===== src/rtl/dc_fwd_unit_if.sv =====
// Fetch-to-execute bus of the dependency-check / forwarding unit.
// The master drives instructions; the slave returns stall and the decode/forwarding controls.
interface dc_fwd_unit_if;
    logic [31:0] ins;
    logic        ins_valid;
    logic        stall;
    logic [5:0]  op_dec;
    logic [15:0] imm;
    logic        imm_sel;
    logic [1:0]  mux_sel_A;
    logic [1:0]  mux_sel_B;
    logic        mem_en_ex;
    logic        mem_rw_ex;
    logic        mem_mux_sel_dm;
    logic [4:0]  RW_dm;
    logic        wr_en_dm;

    modport master (
        output ins, ins_valid,
        input  stall, op_dec, imm, imm_sel, mux_sel_A, mux_sel_B,
               mem_en_ex, mem_rw_ex, mem_mux_sel_dm, RW_dm, wr_en_dm
    );

    modport slave (
        input  ins, ins_valid,
        output stall, op_dec, imm, imm_sel, mux_sel_A, mux_sel_B,
               mem_en_ex, mem_rw_ex, mem_mux_sel_dm, RW_dm, wr_en_dm
    );
endinterface


===== src/rtl/dc_fwd_unit.sv =====
// Decode, operand forwarding selects and load-use stall for the MIPS pipeline.
// A DEPTH-entry history of recently accepted instructions drives all hazard decisions.
module dc_fwd_unit #(
    parameter int         DEPTH  = 2,
    parameter logic [5:0] NOP_OP = 6'b111111
) (
    input logic          clk,
    input logic          reset,
    dc_fwd_unit_if.slave bus
);
    typedef struct packed {
        logic       wr;
        logic       ld;
        logic [4:0] rd;
    } hist_t;

    typedef struct packed {
        logic [5:0]  op;
        logic [15:0] imm;
        logic        imm_sel;
        logic [1:0]  sel_a;
        logic [1:0]  sel_b;
        logic        mem_en;
        logic        mem_rw;
    } ex_t;

    localparam ex_t EX_BUBBLE = '{NOP_OP, 16'h0000, 1'b0, 2'd0, 2'd0, 1'b0, 1'b0};

    hist_t hist_q [DEPTH];
    hist_t hist_new;
    hist_t dm_q;
    ex_t   ex_q, ex_d;

    logic [5:0] op;
    logic [4:0] rd, rs1, rs2, src_b;
    logic       reads_a, reads_b, writes, is_load, imm_sel, mem_en, mem_rw;
    logic [1:0] sel_a, sel_b;
    logic       stall, accept;

    assign op  = bus.ins[31:26];
    assign rd  = bus.ins[25:21];
    assign rs1 = bus.ins[20:16];
    assign rs2 = bus.ins[15:11];

    // NOTE: every output of a combinational block gets a default first, so no path can infer a latch.
    always_comb begin : decode
        reads_a = 1'b0;
        reads_b = 1'b0;
        src_b   = rs2;
        writes  = 1'b0;
        is_load = 1'b0;
        imm_sel = 1'b0;
        mem_en  = 1'b0;
        mem_rw  = 1'b0;
        if (op != NOP_OP) begin
            reads_a = 1'b1;
            case (op[5:3])
                3'b000: begin reads_b = 1'b1; writes = 1'b1; end
                3'b001: begin writes = 1'b1; imm_sel = 1'b1; end
                3'b010: begin writes = 1'b1; imm_sel = 1'b1; is_load = 1'b1; mem_en = 1'b1; end
                3'b011: begin reads_b = 1'b1; src_b = rd; mem_en = 1'b1; mem_rw = 1'b1; end
                default: reads_b = 1'b1;
            endcase
        end
    end

    // Scan oldest to youngest so the youngest matching writer overrides.
    always_comb begin : fwd_select
        sel_a = 2'd0;
        sel_b = 2'd0;
        for (int k = DEPTH - 1; k >= 0; k--) begin
            if (hist_q[k].wr && hist_q[k].rd != 5'd0) begin
                if (hist_q[k].rd == rs1)   sel_a = 2'(k + 1);
                if (hist_q[k].rd == src_b) sel_b = 2'(k + 1);
            end
        end
    end

    // A load one slot back cannot forward yet; hold the reader for one cycle.
    assign stall  = bus.ins_valid && hist_q[0].ld &&
                    ((reads_a && sel_a == 2'd1) || (reads_b && sel_b == 2'd1));
    assign accept = bus.ins_valid && !stall;

    always_comb begin : next_state
        ex_d     = EX_BUBBLE;
        hist_new = '0;
        if (accept) begin
            ex_d.op      = op;
            ex_d.imm     = bus.ins[15:0];
            ex_d.imm_sel = imm_sel;
            ex_d.sel_a   = reads_a ? sel_a : 2'd0;
            ex_d.sel_b   = reads_b ? sel_b : 2'd0;
            ex_d.mem_en  = mem_en;
            ex_d.mem_rw  = mem_rw;
            hist_new     = '{wr: writes, ld: is_load, rd: rd};
        end
    end

    // NOTE: sequential state uses non-blocking assignments so every flop samples pre-edge values.
    always_ff @(posedge clk or negedge reset) begin
        if (!reset) begin
            ex_q <= EX_BUBBLE;
            dm_q <= '0;
            // NOTE: the history is tiny and must be cleared so nothing forwards from before reset.
            for (int k = 0; k < DEPTH; k++) hist_q[k] <= '0;
        end else begin
            ex_q      <= ex_d;
            dm_q      <= hist_q[0];
            hist_q[0] <= hist_new;
            for (int k = 1; k < DEPTH; k++) hist_q[k] <= hist_q[k-1];
        end
    end

    assign bus.stall          = stall;
    assign bus.op_dec         = ex_q.op;
    assign bus.imm            = ex_q.imm;
    assign bus.imm_sel        = ex_q.imm_sel;
    assign bus.mux_sel_A      = ex_q.sel_a;
    assign bus.mux_sel_B      = ex_q.sel_b;
    assign bus.mem_en_ex      = ex_q.mem_en;
    assign bus.mem_rw_ex      = ex_q.mem_rw;
    assign bus.RW_dm          = dm_q.rd;
    assign bus.wr_en_dm       = dm_q.wr;
    assign bus.mem_mux_sel_dm = dm_q.ld;
endmodule


===== src/flat_wrapper.sv =====
// flat-port wrapper written by rule: the top's interface ports become plain ports
module dc_fwd_unit_flat 
#(
    parameter int         DEPTH  = 2,
    parameter logic [5:0] NOP_OP = 6'b111111
)
  (clk, reset, bus_ins, bus_ins_valid, bus_stall, bus_op_dec, bus_imm, bus_imm_sel, bus_mux_sel_A, bus_mux_sel_B, bus_mem_en_ex, bus_mem_rw_ex, bus_mem_mux_sel_dm, bus_RW_dm, bus_wr_en_dm);
  dc_fwd_unit_if bus_i ();
  input logic clk;
  input logic reset;
  input wire logic [$bits(bus_i.ins)-1:0] bus_ins;
  input wire logic [$bits(bus_i.ins_valid)-1:0] bus_ins_valid;
  output wire logic [$bits(bus_i.stall)-1:0] bus_stall;
  output wire logic [$bits(bus_i.op_dec)-1:0] bus_op_dec;
  output wire logic [$bits(bus_i.imm)-1:0] bus_imm;
  output wire logic [$bits(bus_i.imm_sel)-1:0] bus_imm_sel;
  output wire logic [$bits(bus_i.mux_sel_A)-1:0] bus_mux_sel_A;
  output wire logic [$bits(bus_i.mux_sel_B)-1:0] bus_mux_sel_B;
  output wire logic [$bits(bus_i.mem_en_ex)-1:0] bus_mem_en_ex;
  output wire logic [$bits(bus_i.mem_rw_ex)-1:0] bus_mem_rw_ex;
  output wire logic [$bits(bus_i.mem_mux_sel_dm)-1:0] bus_mem_mux_sel_dm;
  output wire logic [$bits(bus_i.RW_dm)-1:0] bus_RW_dm;
  output wire logic [$bits(bus_i.wr_en_dm)-1:0] bus_wr_en_dm;
  assign bus_i.ins = bus_ins;
  assign bus_i.ins_valid = bus_ins_valid;
  assign bus_stall = bus_i.stall;
  assign bus_op_dec = bus_i.op_dec;
  assign bus_imm = bus_i.imm;
  assign bus_imm_sel = bus_i.imm_sel;
  assign bus_mux_sel_A = bus_i.mux_sel_A;
  assign bus_mux_sel_B = bus_i.mux_sel_B;
  assign bus_mem_en_ex = bus_i.mem_en_ex;
  assign bus_mem_rw_ex = bus_i.mem_rw_ex;
  assign bus_mem_mux_sel_dm = bus_i.mem_mux_sel_dm;
  assign bus_RW_dm = bus_i.RW_dm;
  assign bus_wr_en_dm = bus_i.wr_en_dm;
  dc_fwd_unit #(.DEPTH(DEPTH), .NOP_OP(NOP_OP)) u_core (.clk(clk), .reset(reset), .bus(bus_i));
endmodule

===== config.mk =====
export PLATFORM = sky130hd
export DESIGN_NAME = dc_fwd_unit_flat
export DESIGN_NICKNAME = d
export VERILOG_FILES = /design/src/rtl/dc_fwd_unit_if.sv /design/src/rtl/dc_fwd_unit.sv /design/src/flat_wrapper.sv
export SDC_FILE = /design/constraint.sdc
export NUM_CORES = 1
export LEC_CHECK = 0
export BUFFER_PORTS_ARGS = -buffer_cell sky130_fd_sc_hd__buf_2
export CORE_AREA = 3 3 70 72
export CTS_CLUSTER_DIAMETER = 50
export DETAILED_ROUTE_END_ITERATION = 12
export DIE_AREA = 0 0 73 75
export PLACE_DENSITY = 0.79
export SYNTH_ARGS = -nofsm -noshare
export SYNTH_HDL_FRONTEND = slang
export SYNTH_SLANG_ARGS = --single-unit

===== constraint.sdc =====
create_clock -name clk -period 2.28 [get_ports clk]
set_input_delay 0.342 -clock clk [delete_from_list [all_inputs] [get_ports clk]]
set_output_delay 0.342 -clock clk [all_outputs]
set_load 0.01 [all_outputs]

# After elaboration in Yosys (flattened, before gate mapping)
# Cells that the tools add are included.
# op_classes
n_eq_ne,10
muxes,27
n_reduce_logical,15
# op_table
cell,count
29-bit 2-to-1 mux,1
5-bit == test,4
2-bit 2-to-1 mux,10
1-bit 2-to-1 mux,13
5-bit 2-to-1 mux,2
5-bit nonzero test,2
1-bit logical AND,7
7-bit 2-to-1 mux,1
"3-bit by 2-bit == test with 1-bit output, second input constant",2
"6-bit != test, second input constant",1
"2-bit by 1-bit == test with 1-bit output, second input constant",2
2-bit OR reduction,2
"3-bit by 1-bit == test with 1-bit output, second input constant",1
3-bit zero test,1
3-bit OR reduction,1
1-bit zero test,1
1-bit logical OR,1
# totals
register_bits,43
input_bits,35
out_inout_bits,37
elab_cells,65

# Longest topological paths before layout
# Gate-level depths: netlist of the first run.
# depth
depth_word,15
mapped_depth,8
mapped_depth_nobuf,6

# Least setup slack after synthesis of the first run
# No wires, ideal clock.
# synth_path
path_type,input-to-output
start,input port bus_ins[30]
end,output port bus_stall
arrival_ns,1.592
required_time_ns,1.938
path_slack_ns,0.346
path_stages,7
n_path_buf,1
cell_sequence,buf_4 nand3b_4 mux2i_1 xor2_1 nor4b_4 nand2_1 o21ai_0
# synth_between
elab_chain_len,12
elab_cells_between_ends,21
cone_classes,eq/ne (7); mux (9); reduce/logical (5)
# synth_lines
element,line_no,text
"start, declared",flat_wrapper.sv:11,input wire logic [$bits(bus_i.ins)-1:0] bus_ins;
3-bit by 2-bit == test with 1-bit output,dc_fwd_unit.sv:57,case (op[5:3])
5-bit 2-to-1 mux,dc_fwd_unit.sv:57,
5-bit 2-to-1 mux,dc_fwd_unit.sv:55,if (op != NOP_OP) begin
5-bit == test,dc_fwd_unit.sv:74,if (hist_q[k].rd == src_b) sel_b = 2'(k + 1);
2-bit 2-to-1 mux,dc_fwd_unit.sv:74,
2-bit 2-to-1 mux,dc_fwd_unit.sv:72,if (hist_q[k].wr && hist_q[k].rd != 5'd0) begin
2-bit 2-to-1 mux,dc_fwd_unit.sv:74,
2-bit 2-to-1 mux,dc_fwd_unit.sv:72,
2-bit by 1-bit == test with 1-bit output,dc_fwd_unit.sv:81,((reads_a && sel_a == 2'd1) || (reads_b && sel_b == 2'd1));
1-bit logical AND,dc_fwd_unit.sv:81,
1-bit logical OR *,dc_fwd_unit.sv:81,
1-bit logical AND *,dc_fwd_unit.sv:80,assign stall = bus.ins_valid && hist_q[0].ld &&
"end, declared",flat_wrapper.sv:13,output wire logic [$bits(bus_i.stall)-1:0] bus_stall;
# Every way passes the cells marked *; elsewhere a longest branch is shown, timed or not.

# Worst setup path in the final report of the first run
# layout_path
start,register u_core.hist_q[9] (netlist bit)
end,output port bus_stall
# layout_between
elab_chain_len,7
elab_cells_between_ends,14
cone_classes,eq/ne (4); mux (4); reduce/logical (6)
# layout_lines
element,line_no,text
"start, declared",dc_fwd_unit.sv:29,hist_t hist_q [DEPTH];
"5-bit == test, or another cell as far along",dc_fwd_unit.sv:73,if (hist_q[k].rd == rs1) sel_a = 2'(k + 1);
"2-bit 2-to-1 mux, or another cell as far along",dc_fwd_unit.sv:73,
2-bit 2-to-1 mux,dc_fwd_unit.sv:72,
2-bit by 1-bit == test with 1-bit output,dc_fwd_unit.sv:81,
1-bit logical AND,dc_fwd_unit.sv:81,
1-bit logical OR *,dc_fwd_unit.sv:81,
1-bit logical AND *,dc_fwd_unit.sv:80,
# Marked as above.

==> flow_summary.ini, run 1 <==
[timing]
rsz0062_at_grt = false
max_freq_ghz = 0.4608
fin_crit_sh = 0.9519
fin_setup_tns_ns = 0
skew_ns = 0.006766
setup_violations = 0
slew_violations = 0
tightest_slew_ns = 0.9036
finalHoldViolations = 0
period_minus_slack_ns = 2.170
max_slew_margin = 0.3976

[floorplan]
row_count = 24
core_um2 = 4354
ios = 72
die_h_um = 75
die-area_um2 = 5475
start_util = 0.4362
die_w_um = 73

[synth]
synth_area_um2 = 1899
synthSimpleGateAreaFrac = 0.2312
synth-compound-area-share = 0.03557
avgSynthCellArea_um2 = 12.41
synth_top_family_by_area = simple AND/OR/NAND/NOR gates
synth-seq-cells = 43
yosys.area_share.xor_xnor = 0.09223
synthAdderAreaFrac = 0
synth-seq-area-share = 0.5705
yosysUniqueCellTypes = 34
ys.warnings.count = 0
synth_mux_area_frac = 0.02108
synth_nets = 188
netlist_instances = 153

[final_layout]
syn_to_final_growth_pct = 28.26
layout_common_cells = buf_2 (70), dfrtp_1 (35), and2_1 (22), xnor2_1 (13)
layout-drive-gt1-share = 0.4585
diodes = 0
final_common_cell = buf_2
final_nets = 263
fillers = 383
multi_input_area_um2 = 767.0
register_area_um2 = 1086

[clocking]
cts_max_path_buffers = 2
insertion_delay_ns = 0.29
cts_tree = done
cts_sinks = 43
clkSlewWorstSetupHoldPaths_ns = 0.08
cts_hold_buf = 0
htree_levels = 2
root_buffer = clkbuf_8
numCtsBuffers = 5

[global_routing]
track_usage = 0.1588
use_met3 = 0.04940
antenna_found_initial = 0
grt_pass1_vias = 1367
grt_pass1_wl_um = 6513
use_met1 = 0.1969
busiest_layer = met2
grt_max_degree = 44
grt_overflow_total = 0
grt_use_met2 = 0.2632

[status]
status = finished, final reports clean

[placed_design]
io_buffers = 71
finalWeightedCongestion = 0.7456
dp_hpwl_um = 3062

[critical_path]
r2r_setup_slack_ns = 0.31
required_ns = 1.94
worst_setup_path_start_kind = flop
worstPathMaxFanout = 5
arrival_ns = 1.83
r2r-end = u_core.hist_q[11]$_DFF_PN0_
setup.worst_path.class = reg2out
ff2ff_path_depth = 7
r2r-start = u_core.hist_q[10]$_DFF_PN0_
worstSetupEndpointType = output port

[power]
vdd_ir_drop_max_mv = 0.2756
switching_share = 0.2393
power_frac_comb = 0.143
p_leak_nw = 1.220
clkPwrFrac = 0.328
totalPowerFinal_mw = 1.554
pwr-share-seq = 0.529
p_sw_mw = 0.3718
power_density_nw_per_um2 = 637.8
intPower_mw = 1.182

[route]
wl_um = 3949
drcViolationCount = 0
final_antenna_net_count = 0
dr.pass1.iters = 4
drt_iter0_markers = 88
post_drt_wl_per_cell_um = 14.05
viasPerCell = 4.833
num_vias = 1358

[min_path]
min_path_type = in2async

[flow_run]
drv_cap = 0
==> cell usage after synthesis (all sizes together) <==
cell,instances,share of area
nor3,2,0.0053
inv,2,0.0040
nand3b,1,0.011
nand2,5,0.0099
nand3,4,0.011
dfstp,6,0.083
and4b,1,0.0053
o21ai,5,0.017
or2,1,0.0033
and3,1,0.0033
a21oi,3,0.0099
and2,22,0.072
xor2,7,0.032
mux2i,4,0.021
nor4,4,0.021
a21boi,1,0.0040
or4,3,0.014
and2b,1,0.0040
dfrtp,37,0.49
nand4b,1,0.0046
o311ai,1,0.0046
nor4b,2,0.017
buf,10,0.045
nand4,3,0.0099
and3b,2,0.0092
xnor2,13,0.060
nand2b,7,0.023
nor2,4,0.0079
==> metrics by stage <==
step	util	cell area [um^2]	cells	worst slack (ns)	hold WS (ns)
floorplan	-	1899	153	0.3460	0.04641
global placement	0.5198	2263	270	0.1514	0.4161
detailed placement	0.5198	2263	270	0.04958	0.4212
CTS	0.5428	2364	278	0.03631	0.2098
global route	0.5595	2436	281	0.008207	0.2434
finish	0.5595	2436	281	0.1097	0.1759
==> state kept, by name, indices dropped and copies added, names as in the netlist, 2 cells and up <==
| register | cells |
|---|---|
| u_core.bus.imm | 16 |
| u_core.bus.mux_sel_A | 2 |
| u_core.bus.op_dec | 6 |
| u_core.bus.mux_sel_B | 2 |
| u_core.hist_q | 13 |
==> worst max-delay path by stage <==
stage / endpoint / start / cells past startpoint / slack, ns
3_5_place_dp: bus_stall / bus_ins[30] / 8 / 0.05
6_report: bus_stall / u_core.hist_q[9]$_DFF_PN0_ / 5 / 0.11
3_3_place_gp: bus_stall / bus_ins[30] / 8 / 0.15
5_1_grt: bus_stall / bus_ins[30] / 8 / 0.008
2_1_floorplan: bus_stall / bus_ins[30] / 7 / 0.35
4_1_cts: bus_stall / u_core.hist_q[10]$_DFF_PN0_ / 5 / 0.04
==> what timing repair did <==
action / in CTS / in global routing
endpoints found under the setup margin: 0 / 1
endpoints found under the hold margin: 0 / 0
setup buffers: 0 / 3
gates resized for setup: 0 / 11
==> per-layer routing <==
metal | up-vias | routed length [um]
met1 | 651 | 1626
met5 | - | 0
li1 | 653 | -
met2 | 47 | 1986
met3 | 7 | 278
met4 | 0 | 57
==> power groups by stage <==
stage	clock [mW]	combinational, mW	sequential, mW
global route	0.564	0.248	0.826
CTS	0.529	0.211	0.822
finish	0.510	0.222	0.822
detailed placement	0	0.210	0.837
global placement	0	0.206	0.835
floorplan	0	0.111	0.845
==> cell type report <==
type,instances,area share
sequential,43,0.4458
multi-input combinational,98,0.3148
timing repair buffer,78,0.1685
clock buffer,8,0.04109
tap,52,0.02671
inverter,2,0.003082
==> worst max-delay path: stages (launching register included) <==
cell and delay, ns:
dfrtp_2 0.44, or4_1 0.52, o21ai_2 0.19, or4_4 0.18, o21ai_1 0.07, buf_2 0.14
==> kinds of logic after synthesis <==
logic type | Yosys count
muxes | 4
DFF | 43
buffers and inverters | 12
AOI/OAI and AO/OA | 10
and+or+nand+nor | 64
xor gates and xnor gates | 20
Power figures use the tool's default switching activity.
==> run 2: changes to the inputs <==
--- a/config.mk
+++ b/config.mk
@@ -5,12 +5,13 @@
 export SDC_FILE = /design/constraint.sdc
 export NUM_CORES = 1
 export LEC_CHECK = 0
-export BUFFER_PORTS_ARGS = -buffer_cell sky130_fd_sc_hd__buf_2
 export CORE_AREA = 3 3 70 72
 export CTS_CLUSTER_DIAMETER = 50
 export DETAILED_ROUTE_END_ITERATION = 12
 export DIE_AREA = 0 0 73 75
-export PLACE_DENSITY = 0.79
+export DONT_BUFFER_PORTS = 1
+export PLACE_DENSITY = 0.67
+export SETUP_SLACK_MARGIN = 0.5
 export SYNTH_ARGS = -nofsm -noshare
 export SYNTH_HDL_FRONTEND = slang
 export SYNTH_SLANG_ARGS = --single-unit
==> flow_summary.ini, run 2 (synthesis results as in run 1) <==
[status]
status = finished, final reports clean

[clocking]
root_buffer = clkbuf_8
cts_max_path_buffers = 2
cts_tree = done
numCtsBuffers = 5
htree_levels = 2
cts_sinks = 43
insertion_delay_ns = 0.29
clkSlewWorstSetupHoldPaths_ns = 0.08

[timing]
slew_violations = 0
period_minus_slack_ns = 2.064
fin_setup_tns_ns = 0
setup_violations = 0
tightest_slew_ns = 0.6247
rsz0062_at_grt = true
finalHoldViolations = 0
max_freq_ghz = 0.4844
skew_ns = 0.005464
max_slew_margin = 0.5783
fin_crit_sh = 0.9054

[power]
power_density_nw_per_um2 = 694.6
power_frac_comb = 0.120
p_sw_mw = 0.3785
vdd_ir_drop_max_mv = 0.3682
p_leak_nw = 1.043
intPower_mw = 1.259
clkPwrFrac = 0.367
pwr-share-seq = 0.513
switching_share = 0.2312

[placed_design]
dp_hpwl_um = 2963
io_buffers = 0
place_area_um2 = 1928
finalWeightedCongestion = 0.9441

[route]
post_drt_wl_per_cell_um = 20.19
drt_iter0_markers = 54
dr.pass1.iters = 4
drcViolationCount = 0
dr_wl_met2_um = 2338
highest_layer = met4
met1Wirelength_um = 1601
viasPerCell = 5.571
wl_um = 4382
final_antenna_net_count = 0
route.met3.wl_um = 402
num_vias = 1209

[final_layout]
largest_register_ffs = 16
diodes = 0
syn_to_final_growth_pct = 24.11
layout_common_cells = dfrtp_1 (35), and2_1 (16), xnor2_1 (13)
final_util = 0.5414
finalInstanceArea_um2 = 2357
layout-drive-gt1-share = 0.3697
final_nets = 199
final_common_cell = dfrtp_1

[global_routing]
track_usage = 0.1669
antenna_found_initial = 0
grt_overflow_total = 0
grt_max_degree = 44
grt_pass1_wl_um = 6665
grt_pass1_vias = 1291

[critical_path]
cpLargestDelayFamily = simple AND/OR/NAND/NOR gates
worst_path_max_delay_cell = or4_4
setup.worst_path.class = reg2out
path_cells = or4_4 > o21ai_4 > nor4_4 > nand2_2 > o21ai_4
critPathBufInv = 0
worstSetupEndpointType = output port
crit_path_max_incr_delay_ns = 0.56
arrival_ns = 1.72
worst_setup_path_start_kind = flop
worstPathMaxFanout = 4
cpMostUsedCell = o21ai_4
required_ns = 1.94

[floorplan]
ios = 72
die_h_um = 75
die-area_um2 = 5475
die_w_um = 73
row_count = 24
core_um2 = 4354
start_util = 0.4362

[min_path]
min_path_type = in2reg

[flow_run]
drv_cap = 0
==> run 2: cell types whose count changed in the layout (fill, tap and decap cells not counted), moves of 2 or more <==
cell,delta
nand2b_1,-5
nand2_1,-2
buf_2,-70
mux2i_4,-3
mux2i_2,+4
buf_6,+2
nand2b_4,+5
and2_1,-6
buf_16,+3
buf_12,+2
and2_4,+6
o21ai_4,+3
==> run 2: what timing repair did <==
item                       CTS  global route
setup endpoints to repair   33            35
hold buffers                 2             0
buffers inserted             7             0
pin swaps                    5             3
hold endpoints to repair    43             0
gates cloned                 3             0
resized for setup           20            15
==> run 2: final timing paths <==
path / depth (start not counted) / start / endpoint / slack [ns]
hold / removal: 1 / bus_ins[29] / u_core.hist_q[12]$_DFF_PN0_ / 0.11
setup / recovery: 5 / u_core.hist_q[11]$_DFF_PN0_ / bus_stall / 0.22
hold reg to reg: 0 / u_core.hist_q[8]$_DFF_PN0_ / u_core.hist_q[1]$_DFF_PN0_ / 0.45
setup reg to reg: 8 / u_core.hist_q[11]$_DFF_PN0_ / u_core.bus.mem_en_ex$_DFF_PN0_ / 0.22
max in group asynchronous: 2 / reset / u_core.bus.op_dec[0]$_DFF_PN1_ / 1.50
min in group asynchronous: 2 / reset / u_core.bus.mem_en_ex$_DFF_PN0_ / 0.52
==> run 2: layout make-up <==
type | instances | area, um^2
clock buffers | 6 | 82.58
clock inverters | 2 | 35.03
fillers | 366 | 1997
inverters | 2 | 7.507
multi-input cells | 98 | 880.8
flip-flops and latches | 43 | 1086
well taps | 52 | 65.06
repair buffers | 14 | 200.2
==> run 2: power by group through the flow <==
stage               clock, mW  combinational (mW)  sequential, mW
floorplan                   0               0.116           0.845
global placement            0               0.115           0.855
detailed placement          0               0.119           0.855
CTS                     0.615               0.186           0.840
global route            0.647               0.212           0.845
finish                  0.601               0.196           0.840
==> run 2: per-layer routing <==
layer	vias to the layer above	GRT usage
met1	620	0.1759
met4	0	0.04508
met3	5	0.08945
met2	53	0.2910
met5	-	0
li1	531	-
==> run 2: metrics by stage <==
| step | hold slack, ns | setup WS (ns) | power (mW) | instances |
|---|---|---|---|---|
| floorplan | 0.04641 | 0.3911 | 0.9615 | 153 |
| global placement | 0.04768 | 0.2703 | 0.9695 | 197 |
| detailed placement | 0.04803 | 0.2282 | 0.9739 | 197 |
| CTS | 0.1002 | 0.1961 | 1.640 | 217 |
| global route | 0.08990 | 0.1459 | 1.704 | 217 |
| finish | 0.1070 | 0.2156 | 1.637 | 217 |
==> run 3: changes to the inputs <==
--- a/config.mk
+++ b/config.mk
@@ -5,12 +5,13 @@
 export SDC_FILE = /design/constraint.sdc
 export NUM_CORES = 1
 export LEC_CHECK = 0
-export CORE_AREA = 3 3 70 72
+export CORE_AREA = 2 2 69 71
 export CTS_CLUSTER_DIAMETER = 50
 export DETAILED_ROUTE_END_ITERATION = 12
-export DIE_AREA = 0 0 73 75
+export DIE_AREA = 0 0 71 73
 export DONT_BUFFER_PORTS = 1
 export PLACE_DENSITY = 0.67
+export RECOVER_POWER = 25
 export SETUP_SLACK_MARGIN = 0.5
 export SYNTH_ARGS = -nofsm -noshare
 export SYNTH_HDL_FRONTEND = slang
==> constraint.sdc (replaced) <==
create_clock -name clk -period 2.28 [get_ports clk]
set_input_delay 0.342 -clock clk [delete_from_list [all_inputs] [get_ports clk]]
set_output_delay 0.342 -clock clk [all_outputs]
set_load 0.05 [all_outputs]
==> flow_summary.ini, run 3 (synthesis results as in run 1) <==
[critical_path]
required_ns = 1.94
worst_setup_path_start_kind = flop
worstSetupEndpointType = output port
ff2ff_path_depth = 10
setup.worst_path.class = reg2out
arrival_ns = 1.89
worstPathMaxFanout = 3

[clocking]
numCtsBuffers = 5
root_buffer = clkbuf_8
cts_max_path_buffers = 2
insertion_delay_ns = 0.30
cts_sinks = 43
htree_levels = 2
cts_tree = done
clkSlewWorstSetupHoldPaths_ns = 0.08

[route]
highest_layer = met4
dr_wl_met2_um = 2291
final_antenna_net_count = 0
met1Wirelength_um = 1597
drcViolationCount = 0
wl_um = 4426
post_drt_wl_per_cell_um = 19.24
num_vias = 1251
route.met3.wl_um = 441
viasPerCell = 5.439
dr.pass1.iters = 4
drt_iter0_markers = 79

[final_layout]
layout-drive-gt1-share = 0.2955
final_util = 0.5073
fillers = 382
fin_cells = 230
syn_to_final_growth_pct = 21.15
final_common_cell = dfrtp_1
final_nets = 210
largest_register_ffs = 16
diodes = 0
finalInstanceArea_um2 = 2301
layout_common_cells = dfrtp_1 (36), and2_1 (21), buf_4 (14), xnor2_1 (13), buf_6 (8)

[timing]
setup_violations = 0
skew_ns = 0.004873
fin_setup_tns_ns = 0
period_minus_slack_ns = 2.228
max_slew_margin = 0.5444
slew_violations = 0
tightest_slew_ns = 0.6749
max_freq_ghz = 0.4488
fin_crit_sh = 0.9772
setup_ws_ns = 0.05195
hold_slack_ns = 0.09922
finalHoldViolations = 0
rsz0062_at_grt = true

[floorplan]
start_util = 0.4188
die_w_um = 71
row_count = 25
die_h_um = 73
ios = 72
die-area_um2 = 5183
core_um2 = 4536

[placed_design]
io_buffers = 0
dp.cells = 205
finalWeightedCongestion = 0.8856
place_area_um2 = 1963
pre_cts_slack_ns = 0.1832
dp_hpwl_um = 2924

[min_path]
min_path_type = in2reg
min_path_cells = 1

[global_routing]
grt_overflow_total = 0
grt_pass1_wl_um = 6796
grt_max_degree = 44
track_usage = 0.1788
antenna_found_initial = 0
grt_pass1_vias = 1295

[power]
totalPowerFinal_mw = 1.634
p_leak_nw = 1.041
power_density_nw_per_um2 = 710.3
vdd_ir_drop_max_mv = 0.4321

[flow_run]
drv_cap = 0

[status]
status = finished, final reports clean
run 3: cell count changes in the layout (fill, tap and decap cells not counted), moves of 2 or more:
cell      previous run  this run
nand2b_1             2         7
buf_4                6        14
buf_6                2         8
mux2i_2              4         1
and2_1              16        21
mux2i_1              0         3
and2_4               6         1
buf_16               3         0
nand2b_4             5         0
nand2_1              3         5
run 3: final timing paths:
path / from / to / slack [ns]
min in group asynchronous: reset / u_core.bus.imm_sel$_DFF_PN0_ / 0.51
setup / recovery: u_core.hist_q[11]$_DFF_PN0_ / bus_stall / 0.05
setup reg to reg: u_core.hist_q[11]$_DFF_PN0_ / u_core.bus.imm[7]$_DFF_PN0_ / 0.06
max in group asynchronous: reset / u_core.bus.op_dec[3]$_DFF_PN1_ / 1.49
hold reg to reg: u_core.hist_q[8]$_DFF_PN0_ / u_core.hist_q[1]$_DFF_PN0_ / 0.47
hold / removal: bus_ins[29] / u_core.hist_q[12]$_DFF_PN0_ / 0.1
run 3: layout make-up:
class / instances / area (um^2) / area share
tap: 54 / 67.56 / 0.02936
clock buffer: 8 / 100.1 / 0.04350
sequential: 43 / 1085 / 0.4715
timing repair buffer: 25 / 245.2 / 0.1066
multi-input combinational: 98 / 795.8 / 0.3458
inverter: 2 / 7.507 / 0.003263
run 3: what timing repair did:
action	4_1_cts	5_1_grt
pin swaps	6	6
setup buffers	7	5
hold buffers	2	0
gates resized for setup	9	12
setup endpoints to repair	33	35
endpoints found under the hold margin	43	0
cloned	2	1
run 3: power breakdown:
group	total (mW)	internal [mW]	switching, mW
clock network	0.522	0.276	0.246
logic	0.209	0.0954	0.113
registers	0.903	0.800	0.103
total	1.63	1.17	0.462
run 3: routing by layer:
layer  vias up  track usage
met5         -            0
met4         0      0.07757
met3        11      0.08287
met2        81       0.2970
met1       610       0.1979
li1        549            -
run 3: critical path, cell delays in order (launching register included):
cell and delay, ns:
dfrtp_1 0.38, buf_6 0.12, or4_4 0.12, o21ai_4 0.06, or4_4 0.56, o21ai_4 0.35
